===== src/rtl/temporizador_acao.sv =====
// Movement sequencer for the toy: parado/frente/re/giro FSM, per-action seconds counter,
// motor direction decode and free-running display alternation clock.
module temporizador_acao #(
  parameter int DIV_SEG  = 50000000,
  parameter int DIV_MUX  = 50000,
  parameter int T_FRENTE = 9,
  parameter int T_RE     = 2,
  parameter int T_GIRO   = 3
) (
  input  logic       clk,
  input  logic       rst_n,
  input  logic       habilita,
  input  logic       obstaculo,
  output logic       b3,
  output logic       b2,
  output logic       b1,
  output logic       b0,
  output logic       clk_aux,
  output logic [1:0] motor_esq,
  output logic [1:0] motor_dir,
  output logic [1:0] estado,
  output logic       fim_acao
);

  typedef enum logic [1:0] {
    PARADO = 2'b00,
    FRENTE = 2'b01,
    RE     = 2'b11,
    GIRO   = 2'b10
  } estado_t;

  localparam int SEG_W = $clog2(DIV_SEG);
  localparam int MUX_W = (DIV_MUX > 1) ? $clog2(DIV_MUX) : 1;
  localparam logic [SEG_W-1:0] SEG_LAST = SEG_W'(DIV_SEG - 1);
  localparam logic [MUX_W-1:0] MUX_LAST = MUX_W'(DIV_MUX - 1);
  localparam logic [3:0] LIM_FRENTE = 4'(T_FRENTE - 1);
  localparam logic [3:0] LIM_RE     = 4'(T_RE - 1);
  localparam logic [3:0] LIM_GIRO   = 4'(T_GIRO - 1);

  logic             hab_meta_q, hab_s_q, obs_meta_q, obs_s_q;
  estado_t          estado_q, estado_d;
  logic [3:0]       count_q, count_d;
  logic [SEG_W-1:0] presc_q, presc_d;
  logic [MUX_W-1:0] mux_cnt_q, mux_cnt_d;
  logic             clk_aux_q, clk_aux_d;
  logic             fim_q, fim_d;
  logic [1:0]       motor_esq_q, motor_esq_d, motor_dir_q, motor_dir_d;
  logic             tick, timeout;
  logic [3:0]       lim;

  assign tick = (presc_q == SEG_LAST);

  always_comb begin
    lim = LIM_FRENTE;
    case (estado_q)
      RE:      lim = LIM_RE;
      GIRO:    lim = LIM_GIRO;
      default: lim = LIM_FRENTE;
    endcase
    timeout = tick && (count_q == lim);
  end

  // habilita low dominates everything; an obstacle in FRENTE beats a coincident timeout.
  always_comb begin
    estado_d = estado_q;
    fim_d    = 1'b0;
    if (!hab_s_q) begin
      estado_d = PARADO;
    end else begin
      case (estado_q)
        PARADO: estado_d = FRENTE;
        FRENTE: begin
          if (obs_s_q) begin
            estado_d = RE;
          end else if (timeout) begin
            estado_d = RE;
            fim_d    = 1'b1;
          end
        end
        RE: begin
          if (timeout) begin
            estado_d = GIRO;
            fim_d    = 1'b1;
          end
        end
        GIRO: begin
          if (timeout) begin
            estado_d = FRENTE;
            fim_d    = 1'b1;
          end
        end
        default: estado_d = PARADO;
      endcase
    end
  end

  always_comb begin
    presc_d = presc_q + SEG_W'(1);
    count_d = count_q;
    if ((estado_d != estado_q) || (estado_q == PARADO)) begin
      presc_d = '0;
      count_d = '0;
    end else if (tick) begin
      presc_d = '0;
      count_d = count_q + 4'd1;
    end
  end

  // Motors decode the next state so they change on the same edge as estado.
  always_comb begin
    motor_esq_d = 2'b00;
    motor_dir_d = 2'b00;
    case (estado_d)
      FRENTE: begin motor_esq_d = 2'b01; motor_dir_d = 2'b01; end
      RE:     begin motor_esq_d = 2'b10; motor_dir_d = 2'b10; end
      GIRO:   begin motor_esq_d = 2'b01; motor_dir_d = 2'b10; end
      default: begin motor_esq_d = 2'b00; motor_dir_d = 2'b00; end
    endcase
  end

  always_comb begin
    mux_cnt_d = mux_cnt_q + MUX_W'(1);
    clk_aux_d = clk_aux_q;
    if (mux_cnt_q == MUX_LAST) begin
      mux_cnt_d = '0;
      clk_aux_d = ~clk_aux_q;
    end
  end

  always_ff @(posedge clk or negedge rst_n) begin
    if (!rst_n) begin
      hab_meta_q  <= 1'b0;
      hab_s_q     <= 1'b0;
      obs_meta_q  <= 1'b0;
      obs_s_q     <= 1'b0;
      estado_q    <= PARADO;
      count_q     <= '0;
      presc_q     <= '0;
      mux_cnt_q   <= '0;
      clk_aux_q   <= 1'b0;
      fim_q       <= 1'b0;
      motor_esq_q <= 2'b00;
      motor_dir_q <= 2'b00;
    end else begin
      hab_meta_q  <= habilita;
      hab_s_q     <= hab_meta_q;
      obs_meta_q  <= obstaculo;
      obs_s_q     <= obs_meta_q;
      estado_q    <= estado_d;
      count_q     <= count_d;
      presc_q     <= presc_d;
      mux_cnt_q   <= mux_cnt_d;
      clk_aux_q   <= clk_aux_d;
      fim_q       <= fim_d;
      motor_esq_q <= motor_esq_d;
      motor_dir_q <= motor_dir_d;
    end
  end

  assign {b3, b2, b1, b0} = count_q;
  assign clk_aux   = clk_aux_q;
  assign motor_esq = motor_esq_q;
  assign motor_dir = motor_dir_q;
  assign estado    = estado_q;
  assign fim_acao  = fim_q;

endmodule


===== config.mk =====
export PLATFORM = sky130hd
export DESIGN_NAME = temporizador_acao
export DESIGN_NICKNAME = d
export VERILOG_FILES = /design/src/rtl/temporizador_acao.sv
export SDC_FILE = /design/constraint.sdc
export NUM_CORES = 1
export LEC_CHECK = 0
export ABC_AREA = 1
export BUFFER_PORTS_ARGS = -buffer_cell sky130_fd_sc_hd__buf_2
export CORE_MARGIN = 5
export CORE_UTILIZATION = 30
export CTS_CLUSTER_SIZE = 30
export DETAILED_ROUTE_END_ITERATION = 6
export PLACE_DENSITY = 0.48
export SETUP_SLACK_MARGIN = 0.5
export SLEW_MARGIN = 20
export SYNTH_ARGS = -nofsm -noshare
export SYNTH_HDL_FRONTEND = slang
export SYNTH_SLANG_ARGS = --single-unit

===== constraint.sdc =====
create_clock -name clk -period 2.4 [get_ports clk]
set_input_delay 0.36 -clock clk [delete_from_list [all_inputs] [get_ports clk]]
set_output_delay 0.36 -clock clk [all_outputs]
set_load 0.1 [all_outputs]

Yosys cells after proc, flatten, opt, wreduce, memory -nomap -nowiden
Cells that the tools add are included.

storage, ports and cells
  bits in latches = 0
  memory bits (writable) = 0
  word-level logic and storage cells = 51
  output and inout bits = 12
  flip-flop bits (word level) = 58
  bits in read-only memories = 0
  memories kept = 0
  input port bits = 4

cells by class
  bitwise logic cells = 1
  $mul = 0
  $add $sub $neg = 3
  reductions and logical operators = 7
  shifts and indexed selects = 0
  divide/modulo/power cells = 0
  equality and inequality tests = 10
  magnitude comparators = 0
  multiplexer cells = 18

operators by type and width
  kind                                                                   number
  26-bit two-way mux                                                     2
  26-bit by 1-bit adder with 26-bit output, second input constant        1
  26-bit equality test, second input constant                            1
  16-bit by 1-bit adder with 16-bit output, second input constant        1
  16-bit equality test, second input constant                            1
  16-bit two-way mux                                                     1
  2-bit two-way mux                                                      5
  2-bit equality test, second input constant                             4
  4-bit two-way mux                                                      2
  2-bit case mux with 2 select lines                                     2
  2-bit case mux with 4 select lines                                     1
  4-bit case mux with 2 select lines                                     1
  2-bit OR reduction                                                     3
  4-bit by 1-bit adder with 4-bit output, second input constant          1
  2-bit by 1-bit equality test with 1-bit output, second input constant  2
  4-bit equality test                                                    1
  1-bit two-way mux                                                      3
  2-bit logical NOT                                                      1
  2-bit inequality test                                                  1
  1-bit case mux with 2 select lines                                     1
  2-bit nonzero test                                                     1
  1-bit logical AND                                                      1
  1-bit logical OR                                                       1
  1-bit NOT                                                              1

Logic depth before layout (Yosys ltp)
Gate-level depths: netlist (run 1).

  depth in word-level cells = 11
  mapped depth = 15
  depth with buffers taken out = 14

Least setup slack after synthesis (run 1)
No wires, ideal clock.

  kind = flip-flop to flip-flop
  start point = reg estado_q[1], in the netlist estado[1]
  end point = reg motor_dir_q[1], in the netlist motor_dir[1]
  library setup time = 0.115 ns
  setup slack = -0.111 ns
  stages on the path, launching flop included = 12
  path buffers = 1
  required time = 2.285 ns
  period minus slack after synthesis = 2.511 ns
  data arrival time = 2.396 ns
  cells stage by stage = dfrtp_1 -> buf_4 -> nor2_1 -> nor2_1 -> nand3_1 -> nor2_1 -> nand3_1 -> o211ai_1 -> inv_1 -> ha_1 -> nor2_1 -> nor2_1

on the way
  longest elaborated chain between the ends = 11
  elaborated cells between the ends (all ways) = 18
  classes of those cells = 7 x eq/ne; 8 x mux; 3 x reduce/logical

RTL lines
  element                                 line    text
  start: declaration                      41      estado_t estado_q, estado_d;
  start signal: assignment                149     estado_q <= estado_d;
  2-bit equality test                     55, 70
  4-bit case mux with 2 select lines      55      case (estado_q)
  4-bit equality test                     60      timeout = tick && (count_q == lim);
  1-bit logical AND                       60
  2-bit two-way mux                       75      end else if (timeout) begin
  2-bit two-way mux                       73      if (obs_s_q) begin
  2-bit case mux with 4 select lines (*)  70      case (estado_q)
  2-bit two-way mux (*)                   67      if (!hab_s_q) begin
  named net estado_d[0]                   41
  2-bit equality test                     113     case (estado_d)
  2-bit OR reduction (no source line)     n/a
  2-bit case mux with 2 select lines (*)  113
  named net motor_dir_d[1]                47      logic [1:0] motor_esq_q, motor_esq_d, motor_dir_q, motor_dir_d;
  end signal: assignment                  156     motor_dir_q <= motor_dir_d;
  end: declaration                        47

Mark *: on every way through the listed nets, which the timed path passes. The rest lies on a longest branch.
A chain may end at the register's enable or synchronous reset.

Worst setup path after layout (run 1)
  start point = reg presc_q[4]
  end point = reg count_q[0]

on the way
  longest elaborated chain between the ends = 9
  elaborated cells between the ends (all ways) = 12
  classes of those cells = 2 x eq/ne; 7 x mux; 3 x reduce/logical

RTL lines
  element                                                         line  text
  start: declaration                                              43    logic [SEG_W-1:0] presc_q, presc_d;
  start signal: assignment                                        151   presc_q <= presc_d;
  26-bit equality test (*)                                        51    assign tick = (presc_q == SEG_LAST);
  1-bit logical AND                                               60
  2-bit two-way mux                                               75
  2-bit two-way mux                                               73
  2-bit case mux with 4 select lines                              70
  2-bit two-way mux                                               67
  2-bit inequality test                                           100   if ((estado_d != estado_q) || (estado_q == PARADO)) begin
  1-bit logical OR                                                100
  4-bit two-way mux / 2-bit nonzero test (equally long branches)  n/a
  end signal: assignment                                          150   count_q <= count_d;
  end: declaration                                                42    logic [3:0] count_q, count_d;

Mark *: on every way between the ends. The rest lies on a longest branch, timed or not.

==> results.sh, run 1 <==
export IMPL_yosysTopAreaCellShare_pct=45.1
export IMPL_cp_start_kind="flip-flop"
export IMPL_slew_viol_final=0
export IMPL_first_iter_violations=132
export IMPL_grt_overflow_total=0
export IMPL_synthTopCellsByArea="dfrtp_1 (45%), nand2_1 (9.7%), nor2_2 (6.2%)"
export IMPL_powerDensity_mw_per_mm2=538
export IMPL_synth_nets=415
export IMPL_hold_path_cell_count=1
export IMPL_crit_required_ns=2.63
export IMPL_ys_types=31
export IMPL_netSwitchingFraction_pct=27.3
export IMPL_ys_warn_count=0
export IMPL_ant_nets=0
export IMPL_syn_avg_cell_area_um2=7.97
export IMPL_rsz0062_at_grt="true"
export IMPL_area_growth_syn_to_layout_pct=31.2
export IMPL_vias=2770
export IMPL_synth_compound_area_share_pct=3.26
export IMPL_gp_congestion=0.892
export IMPL_ys_seq_elements=58
export IMPL_finalSetupViolCount=0
export IMPL_hold_buffers=0
export IMPL_dieArea_mm2=0.0129
export IMPL_skew_ns=0.0117
export IMPL_path_clk_slew_ns=0.08
export IMPL_core_mm2=0.0104
export IMPL_worst_pin_slew_ns=0.846
export IMPL_core_rowCount=37
export IMPL_hold_viol=0
export IMPL_final_setup_tns_ns=0
export IMPL_power_frac_comb_pct=10.1
export IMPL_synthMuxAreaShare_pct=0
export IMPL_track_usage_pct=12.3
export IMPL_wirelength_um=8020
export IMPL_period_needed_ns=1.91
export IMPL_syn_area_mm2=0.00322
export IMPL_multi_input_area_mm2=0.00172
export IMPL_fmax_ghz=0.525
export IMPL_syn_instance_count=404
export IMPL_synth_main_ff_cell="dfrtp_1"
export IMPL_antenna_found_initial=0
export IMPL_arrival_ns=2.14
export IMPL_synth_most_common_cell="nand2_1"
export IMPL_hpwl_um=5100
export IMPL_drive_gt1_share_pct=35.5
export IMPL_ys_top_cells_by_count="nand2_1 (83), dfrtp_1 (58), inv_1 (50)"
export IMPL_status="completed"
export IMPL_initial_utilization_pct=30.9
export IMPL_wl_per_cell_um=13.3
export IMPL_cts_root_buf="clkbuf_8"
export IMPL_die_x_um=114
export IMPL_maxCapViolCount=0
export IMPL_cts_buffers=9
export IMPL_yosysSeqAreaShare_pct=45.1
export IMPL_synth_edff_count=0
export IMPL_port_buffers=15
export IMPL_internal_power_mw=1.65
export IMPL_grt_pass1_wl_um=12600
export IMPL_diodes=0
export IMPL_synth_xor_area_share_pct=4.62
export IMPL_seq_power_share_pct=44.1
export IMPL_synth_top_family_by_area="simple AND/OR/NAND/NOR gates"
export IMPL_placedInstanceArea_mm2=0.00349
export IMPL_htreeDepth=3
export IMPL_nNetsFinal=471
export IMPL_ir_drop_v=0.000339
export IMPL_yosys_area_share_simple_pct=36.1
export IMPL_p_leak_nw=1.88
export IMPL_clk_latency_ns=0.35
export IMPL_nFillCells=1046
export IMPL_power_switching_mw=0.621
export IMPL_r2r_cells=14
export IMPL_yosys_area_top_type="dfrtp_1"
export IMPL_grt_pass1_vias=2641
export IMPL_crit_fanout=7
export IMPL_synthAdderAreaFrac_pct=2.72
export IMPL_max_slew_margin_pct=43.6
export IMPL_clk_path_buf_depth=2
export IMPL_viasPerCell=4.61
export IMPL_hold_path_class="input port to flip-flop"
export IMPL_cts_sinks=58
export IMPL_cts_tree="yes"
export IMPL_io_pins=16
export IMPL_dr_pass1_iters=4
export IMPL_p_clk_share_pct=45.8
export IMPL_seqCellArea_mm2=0.00147
export IMPL_critPathKind="flip-flop to flip-flop"
export IMPL_stdcell_area_mm2=0.00422
export IMPL_grt_max_degree=35
export IMPL_drc=0
export IMPL_endpoint_kind="flip-flop"
export IMPL_async_flop_share_pct=100
export IMPL_die_height_um=114
export IMPL_period_share_pct=79.4
==> cells in the final DEF (no fill, tap or decap), types with 4 or more instances in the layout <==
cell      count
nand2_2      11
nand3_2       6
inv_1        47
nand3_1      24
dfrtp_1      49
nor3_1       11
or2_2         8
o21ai_0       5
nor2_2       25
dfrtp_2       7
nand2_1      75
buf_2        15
inv_2         8
a21oi_1       4
nor2_4       16
ha_1          4
clkbuf_8      9
buf_4        31
nand4_1      13
nor2_1       36
xnor2_1       4
xor2_1       13
==> power by group through the flow <==
stage                     Combinational (mW)  Clock, mW  Sequential [mW]
after floorplan                       0.0703          0             1.08
after global placement                 0.171          0             1.02
after detailed placement               0.170          0             1.02
after CTS                              0.187       1.06             1.00
after global routing                   0.247       1.11             1.01
final                                  0.229       1.04             1.00
==> timing repair <==
| item | 4_1_cts | 5_1_grt |
|---|---|---|
| buffers inserted | 1 | 29 |
| setup endpoints to repair | 33 | 37 |
| cloned | 1 | 2 |
| pin swaps | 1 | 25 |
| resized for setup | 5 | 50 |
==> flip-flops by register name, indices dropped and copies added, names as in the netlist, 2 cells and up <==
register,flops
presc_q,26
mux_cnt_q,16
motor_esq,2
motor_dir,2
count_q,4
estado,2
==> area by class of cell <==
type,count,area share [%]
clock buffers,9,2.93
clock inverters,7,2.43
inverters,56,5.04
multi-input cells,284,40.8
flip-flops and latches,58,34.7
well taps,136,4.03
repair buffers,51,10.1
==> path summary, 6_finish.rpt <==
path                            startpoint           end  slack (ns)
worst max register to register  presc_q[4]    count_q[0]        0.49
min in group asynchronous            rst_n    presc_q[7]        0.12
worst min-delay path             obstaculo    obs_meta_q        0.11
worst max-delay path            presc_q[4]    count_q[0]        0.49
max in group asynchronous            rst_n  mux_cnt_q[9]        1.64
worst min register to register  hab_meta_q       hab_s_q        0.35
==> worst max-delay path: stages, from the launching register on <==
cell	delay (ns)
dfrtp_1	0.47
nand2_2	0.10
inv_2	0.06
nand2_2	0.05
nor2_2	0.09
nand2_1	0.06
nor2_2	0.15
nand2_2	0.10
nand3_2	0.09
nand2_1	0.05
nand2_1	0.08
nand2_2	0.07
nand3_4	0.15
clkbuf_16	0.20
nor2_2	0.04
==> logic make-up after synthesis <==
logic type,count (synthesis)
adder cells (fa/ha/maj),7
AND/OR/NAND/NOR,241
XOR/XNOR,17
flip-flops,58
AO/OA/AOI/OAI,19
buffers and inverters,62
==> metal layers <==
layer | vias to the layer above | part of all wire (%) | wire length (µm) | global-route usage (%)
met3 | 4 | 3.0 | 244 | 3.34
met2 | 35 | 48 | 3840 | 19.5
met4 | 0 | 0.62 | 50 | 3.61
met1 | 1337 | 48 | 3880 | 16.4
met5 | - | 0 | 0 | 0
li1 | 1394 | - | - | -
==> metrics by stage <==
| step | util (%) | power (mW) | instances | hold slack, ns | worst slack (ns) |
|---|---|---|---|---|---|
| global route | 40.6 | 2.37 | 601 | 0.0918 | 0.359 |
| finish | 40.6 | 2.27 | 601 | 0.113 | 0.494 |
| detailed placement | 33.5 | 1.19 | 552 | 0.340 | 0.366 |
| CTS | 36.1 | 2.26 | 570 | 0.0978 | 0.486 |
| global placement | 33.5 | 1.19 | 552 | 0.340 | 0.456 |
| floorplan | - | 1.15 | 404 | 0.0644 | 0.404 |
No activity file was read; power rests on OpenSTA's default activity.
==> run 2: changes to the inputs <==
==> constraint.sdc (replaced) <==
create_clock -name clk -period 2 [get_ports clk]
set_input_delay 0.3 -clock clk [delete_from_list [all_inputs] [get_ports clk]]
set_output_delay 0.3 -clock clk [all_outputs]
set_load 0.1 [all_outputs]
==> run 2 against run 1 <==
Net effect:
- total power is 15% higher
- cell count is 3.7% higher
- clock power is 9.6% higher
- worst hold slack worse by 0.043 ns
- critical path type unchanged
- sequential power is 20% higher
==> results.sh, run 2 (synthesis results as in run 1) <==
export IMPL_status="completed"
export IMPL_core_mm2=0.0104
export IMPL_hold_viol=0
export IMPL_hold_path_class="input port to flip-flop"
export IMPL_period_share_pct=95.0
export IMPL_final_setup_tns_ns=0
export IMPL_worst_pin_slew_ns=0.489
export IMPL_nFillCells=1042
export IMPL_top_register="presc_q"
export IMPL_diodes=0
export IMPL_grt_use_met1_pct=16.2
export IMPL_fin_hold_ws_ns=0.0696
export IMPL_cp_startpoint="presc_q[0]"
export IMPL_dp_slack_ns=0.0242
export IMPL_skew_ns=0.0107
export IMPL_p_leak_nw=1.99
export IMPL_slew_viol_final=0
export IMPL_gp_congestion=0.849
export IMPL_core_rowCount=37
export IMPL_critPathKind="flip-flop to flip-flop"
export IMPL_first_iter_violations=101
export IMPL_path_clk_slew_ns=0.07
export IMPL_endpoint_kind="flip-flop"
export IMPL_drive_gt1_share_pct=40.0
export IMPL_hold_start="habilita"
export IMPL_dr_pass1_iters=4
export IMPL_port_buffers=15
export IMPL_arrival_ns=2.13
export IMPL_ir_drop_v=0.000525
export IMPL_io_pins=16
export IMPL_period_needed_ns=1.90
export IMPL_area_growth_syn_to_layout_pct=37.6
export IMPL_maxCapViolCount=0
export IMPL_layout_common_cells="nand2_1 (77), buf_4 (49), dfrtp_1 (46), inv_1 (45), nor2_2 (39)"
export IMPL_ant_nets=0
export IMPL_clk_path_buf_depth=2
export IMPL_hpwl_um=5330
export IMPL_post_route_util_pct=42.5
export IMPL_grtUsageMet3_pct=2.97
export IMPL_stdcell_area_mm2=0.00443
export IMPL_cts_buffers=9
export IMPL_r2r_start="presc_q[0]"
export IMPL_vias=2839
export IMPL_wirelength_um=7910
export IMPL_finalSetupViolCount=0
export IMPL_cp_start_kind="flip-flop"
export IMPL_max_slew_margin_pct=67.6
export IMPL_rsz0062_at_grt="true"
export IMPL_place_inst=567
export IMPL_clk_latency_ns=0.34
export IMPL_top_usage_layer="met2"
export IMPL_nNetsFinal=493
export IMPL_finalPower_mw=2.61
export IMPL_die_height_um=114
export IMPL_drc=0
export IMPL_initial_utilization_pct=30.9
export IMPL_largest_register_ffs=26
export IMPL_gr_usage_met2_pct=21.0
export IMPL_top_regs="presc_q (26), mux_cnt_q (16), count_q (4)"
export IMPL_wl_per_cell_um=12.7
export IMPL_antenna_found_initial=0
export IMPL_viasPerCell=4.56
export IMPL_grt_pass1_vias=2787
export IMPL_layout_cells_non_filler=623
export IMPL_crit_fanout=3
export IMPL_cts_sinks=58
export IMPL_grt_pass1_wl_um=13200
export IMPL_grt_max_degree=35
export IMPL_fmax_ghz=0.526
export IMPL_htreeDepth=3
export IMPL_dieArea_mm2=0.0129
export IMPL_placedInstanceArea_mm2=0.00362
export IMPL_cts_tree="yes"
export IMPL_grt_overflow_total=0
export IMPL_powerDensity_mw_per_mm2=589
export IMPL_cts_root_buf="clkbuf_8"
export IMPL_setup_ws_ns=0.0993
export IMPL_final_common_cell="nand2_1"
export IMPL_die_x_um=114
export IMPL_crit_required_ns=2.23
export IMPL_track_usage_pct=12.8
-- run 2: cell types whose count changed in the layout (fill, tap and decap cells not counted), sizes merged --
cell / delta
clkinvlp: -1
bufinv: -1
clkinv: -2
inv: -1
dlygate4sd3: +1
buf: +21
clkbuf: +5
-- run 2: worst paths after layout --
check	end	slack [ns]	cells after the start
max	motor_dir[0]	0.1	11
min	hab_meta_q	0.07	1
max reg2reg	motor_dir[0]	0.1	11
min reg2reg	hab_s_q	0.35	0
max in group asynchronous	estado[1]	1.08	3
min in group asynchronous	mux_cnt_q[2]	0.40	2
-- run 2: cell type report --
class / count / area (µm²) / area share, %
sequential: 58 / 1470 / 33.2
inverter: 56 / 218 / 4.91
clock inverter: 2 / 35.0 / 0.791
multi-input combinational: 284 / 1750 / 39.4
clock buffer: 14 / 173 / 3.90
timing repair buffer: 73 / 617 / 13.9
tap: 136 / 170 / 3.84
-- run 2: repair_timing --
| action | in CTS | in global routing |
|---|---|---|
| pin swaps | 28 | 15 |
| endpoints found under the hold margin | 11 | 0 |
| endpoints found under the setup margin | 46 | 54 |
| buffers inserted | 23 | 16 |
| hold buffers | 1 | 0 |
| resized for setup | 47 | 36 |
-- run 2: per-layer routing --
layer	part of all wire [%]	up-vias
li1	-	1439
met1	47	1336
met2	48	47
met3	3.0	17
met4	2.3	0
met5	0	-
-- run 2: critical path, stage by stage (launching register included) --
cell	delay [ns]
dfrtp_1	0.41
ha_4	0.18
nand3_4	0.10
inv_4	0.08
nand2_4	0.06
nor2_4	0.09
nand3_2	0.09
o211ai_1	0.28
inv_1	0.13
buf_6	0.14
buf_6	0.11
ha_4	0.13
-- run 2: power by group --
part           switching, mW  internal [mW]
clock network          0.461          0.677
registers             0.0118           1.19
logic                  0.182         0.0878
total                  0.655           1.96
==> run 3: changes to the inputs <==
--- a/config.mk
+++ b/config.mk
@@ -7,6 +7,7 @@
 export LEC_CHECK = 0
 export ABC_AREA = 1
 export BUFFER_PORTS_ARGS = -buffer_cell sky130_fd_sc_hd__buf_2
+export CORE_ASPECT_RATIO = 1.2
 export CORE_MARGIN = 5
 export CORE_UTILIZATION = 30
 export CTS_CLUSTER_SIZE = 30
==> run 3 against run 2 <==
Net effect:
- final area grew 2.4%
- largest power group is now clock
- die area is essentially flat
- register-to-register slack better by 0.03 ns
- non-clock buffer count down 4
- critical path depth fell by 1
- global-route usage is 0.090 points lower
- sequential power barely moved
- clock skew decreased by 0.0049 ns
- routed wire length rose by 1.3%
==> results.sh, run 3 (synthesis results as in run 1) <==
export IMPL_status="completed"
export IMPL_grt_pass1_vias=2743
export IMPL_maxCapViolCount=0
export IMPL_rsz0062_at_grt="true"
export IMPL_finalPower_mw=2.99
export IMPL_area_growth_syn_to_layout_pct=40.9
export IMPL_r2r_start="presc_q[7]"
export IMPL_path_clk_slew_ns=0.05
export IMPL_htreeDepth=3
export IMPL_top_register="presc_q"
export IMPL_wirelength_um=8010
export IMPL_core_rowCount=41
export IMPL_antenna_found_initial=0
export IMPL_hpwl_um=5310
export IMPL_initial_utilization_pct=30.6
export IMPL_die_height_um=123
export IMPL_clk_path_buf_depth=2
export IMPL_port_buffers=15
export IMPL_p_leak_nw=2.01
export IMPL_powerDensity_mw_per_mm2=659
export IMPL_nNetsFinal=489
export IMPL_io_pins=16
export IMPL_post_route_util_pct=43.1
export IMPL_dieArea_mm2=0.0129
export IMPL_r2r_slack_ns=0.13
export IMPL_hold_path_class="input port to flip-flop"
export IMPL_finalSetupViolCount=0
export IMPL_fmax_ghz=0.534
export IMPL_cp_startpoint="presc_q[7]"
export IMPL_crit_fanout=4
export IMPL_largest_register_ffs=26
export IMPL_critPathKind="flip-flop to flip-flop"
export IMPL_hold_start="habilita"
export IMPL_cp_start_kind="flip-flop"
export IMPL_diodes=0
export IMPL_setup_ws_ns=0.127
export IMPL_grt_overflow_total=0
export IMPL_core_mm2=0.0105
export IMPL_drive_gt1_share_pct=41.2
export IMPL_dp_slack_ns=0.0706
export IMPL_cts_root_buf="clkbuf_16"
export IMPL_final_common_cell="nand2_1"
export IMPL_period_share_pct=93.6
export IMPL_vias=2820
export IMPL_viasPerCell=4.61
export IMPL_period_needed_ns=1.87
export IMPL_layout_common_cells="nand2_1 (74), dfrtp_1 (47), inv_1 (43), buf_4 (43), nor2_2 (32)"
export IMPL_cts_tree="yes"
export IMPL_ant_nets=0
export IMPL_cts_buffers=9
export IMPL_track_usage_pct=12.7
export IMPL_endpoint_kind="flip-flop"
export IMPL_hold_viol=0
export IMPL_wl_per_cell_um=13.1
export IMPL_top_regs="presc_q (26), mux_cnt_q (16), count_q (4)"
export IMPL_slew_viol_final=0
export IMPL_gp_congestion=0.874
export IMPL_cts_sinks=58
export IMPL_worst_pin_slew_ns=0.480
export IMPL_die_x_um=105
export IMPL_max_slew_margin_pct=67.7
export IMPL_drc=0
export IMPL_clk_latency_ns=0.33
export IMPL_crit_required_ns=2.21
export IMPL_grt_max_degree=40
export IMPL_ir_drop_v=0.000533
export IMPL_skew_ns=0.00574
export IMPL_first_iter_violations=118
export IMPL_arrival_ns=2.08
export IMPL_dr_pass1_iters=4
export IMPL_grt_pass1_wl_um=13000
run 3: cell count changes in the layout (fill, tap and decap cells not counted), sizes merged:
cell | previous run | this run
clkinvlp | 0 | 2
clkinv | 1 | 2
buf | 70 | 64
clkbuf | 16 | 15
run 3: worst paths after layout:
path                            depth (start not counted)          end
worst max-delay path                                   10  presc_q[20]
worst min-delay path                                    1   hab_meta_q
worst max register to register                         10  presc_q[20]
worst min register to register                          0      hab_s_q
max in group asynchronous                               3   count_q[3]
min in group asynchronous                               2  presc_q[23]
run 3: layer usage:
metal  vias up  GRT usage, %  routed length [µm]
met5         -             0                   0
met4         0          6.40                 197
met3        17          2.66                 213
met2        45          21.4                4050
met1      1329          15.3                3550
li1       1429             -                   -
run 3: stage by stage:
stage               instance area, µm²  hold WS (ns)  setup TNS, ns  instances
global placement                  3560         0.199              0        553
floorplan                         3260       0.00441              0        404
detailed placement                3560         0.196              0        553
global route                      4540        0.0667         -0.195        612
finish                            4540        0.0756              0        612
CTS                               4170        0.0594              0        593
run 3: final cells by class:
type                       instances  area (µm²)
clock buffer                      11         233
clock inverter                     5        55.1
fill                            1028        5980
inverter                          56         215
multi-input combinational        284        1780
sequential                        58        1470
tap                              129         161
timing repair buffer              69         623
run 3: power by group:
| part | total (mW) | switching (mW) | internal (mW) | leakage, nW |
|---|---|---|---|---|
| sequential | 1.21 | 0.0144 | 1.19 | 0.761 |
| clock | 1.49 | 0.529 | 0.958 | 0.136 |
| combinational | 0.297 | 0.191 | 0.106 | 1.11 |
| total | 2.99 | 0.734 | 2.26 | 2.01 |
run 3: repair_timing:
action / 4_1_cts / 5_1_grt
resized for setup: 31 / 53
hold buffers: 1 / 0
pin swaps: 15 / 25
endpoints found under the setup margin: 46 / 51
buffers inserted: 22 / 17
hold endpoints to repair: 7 / 0
gates cloned: 1 / 2
run 3: critical path, cell delays in order, from the launching register on:
cell and delay [ns]:
dfrtp_1 0.41, inv_2 0.08, buf_4 0.14, nor3_2 0.21
nand4_1 0.25, nor2_2 0.22, nand3_1 0.13, nand2_1 0.08
inv_1 0.03, o21ai_1 0.14, nor2_2 0.05
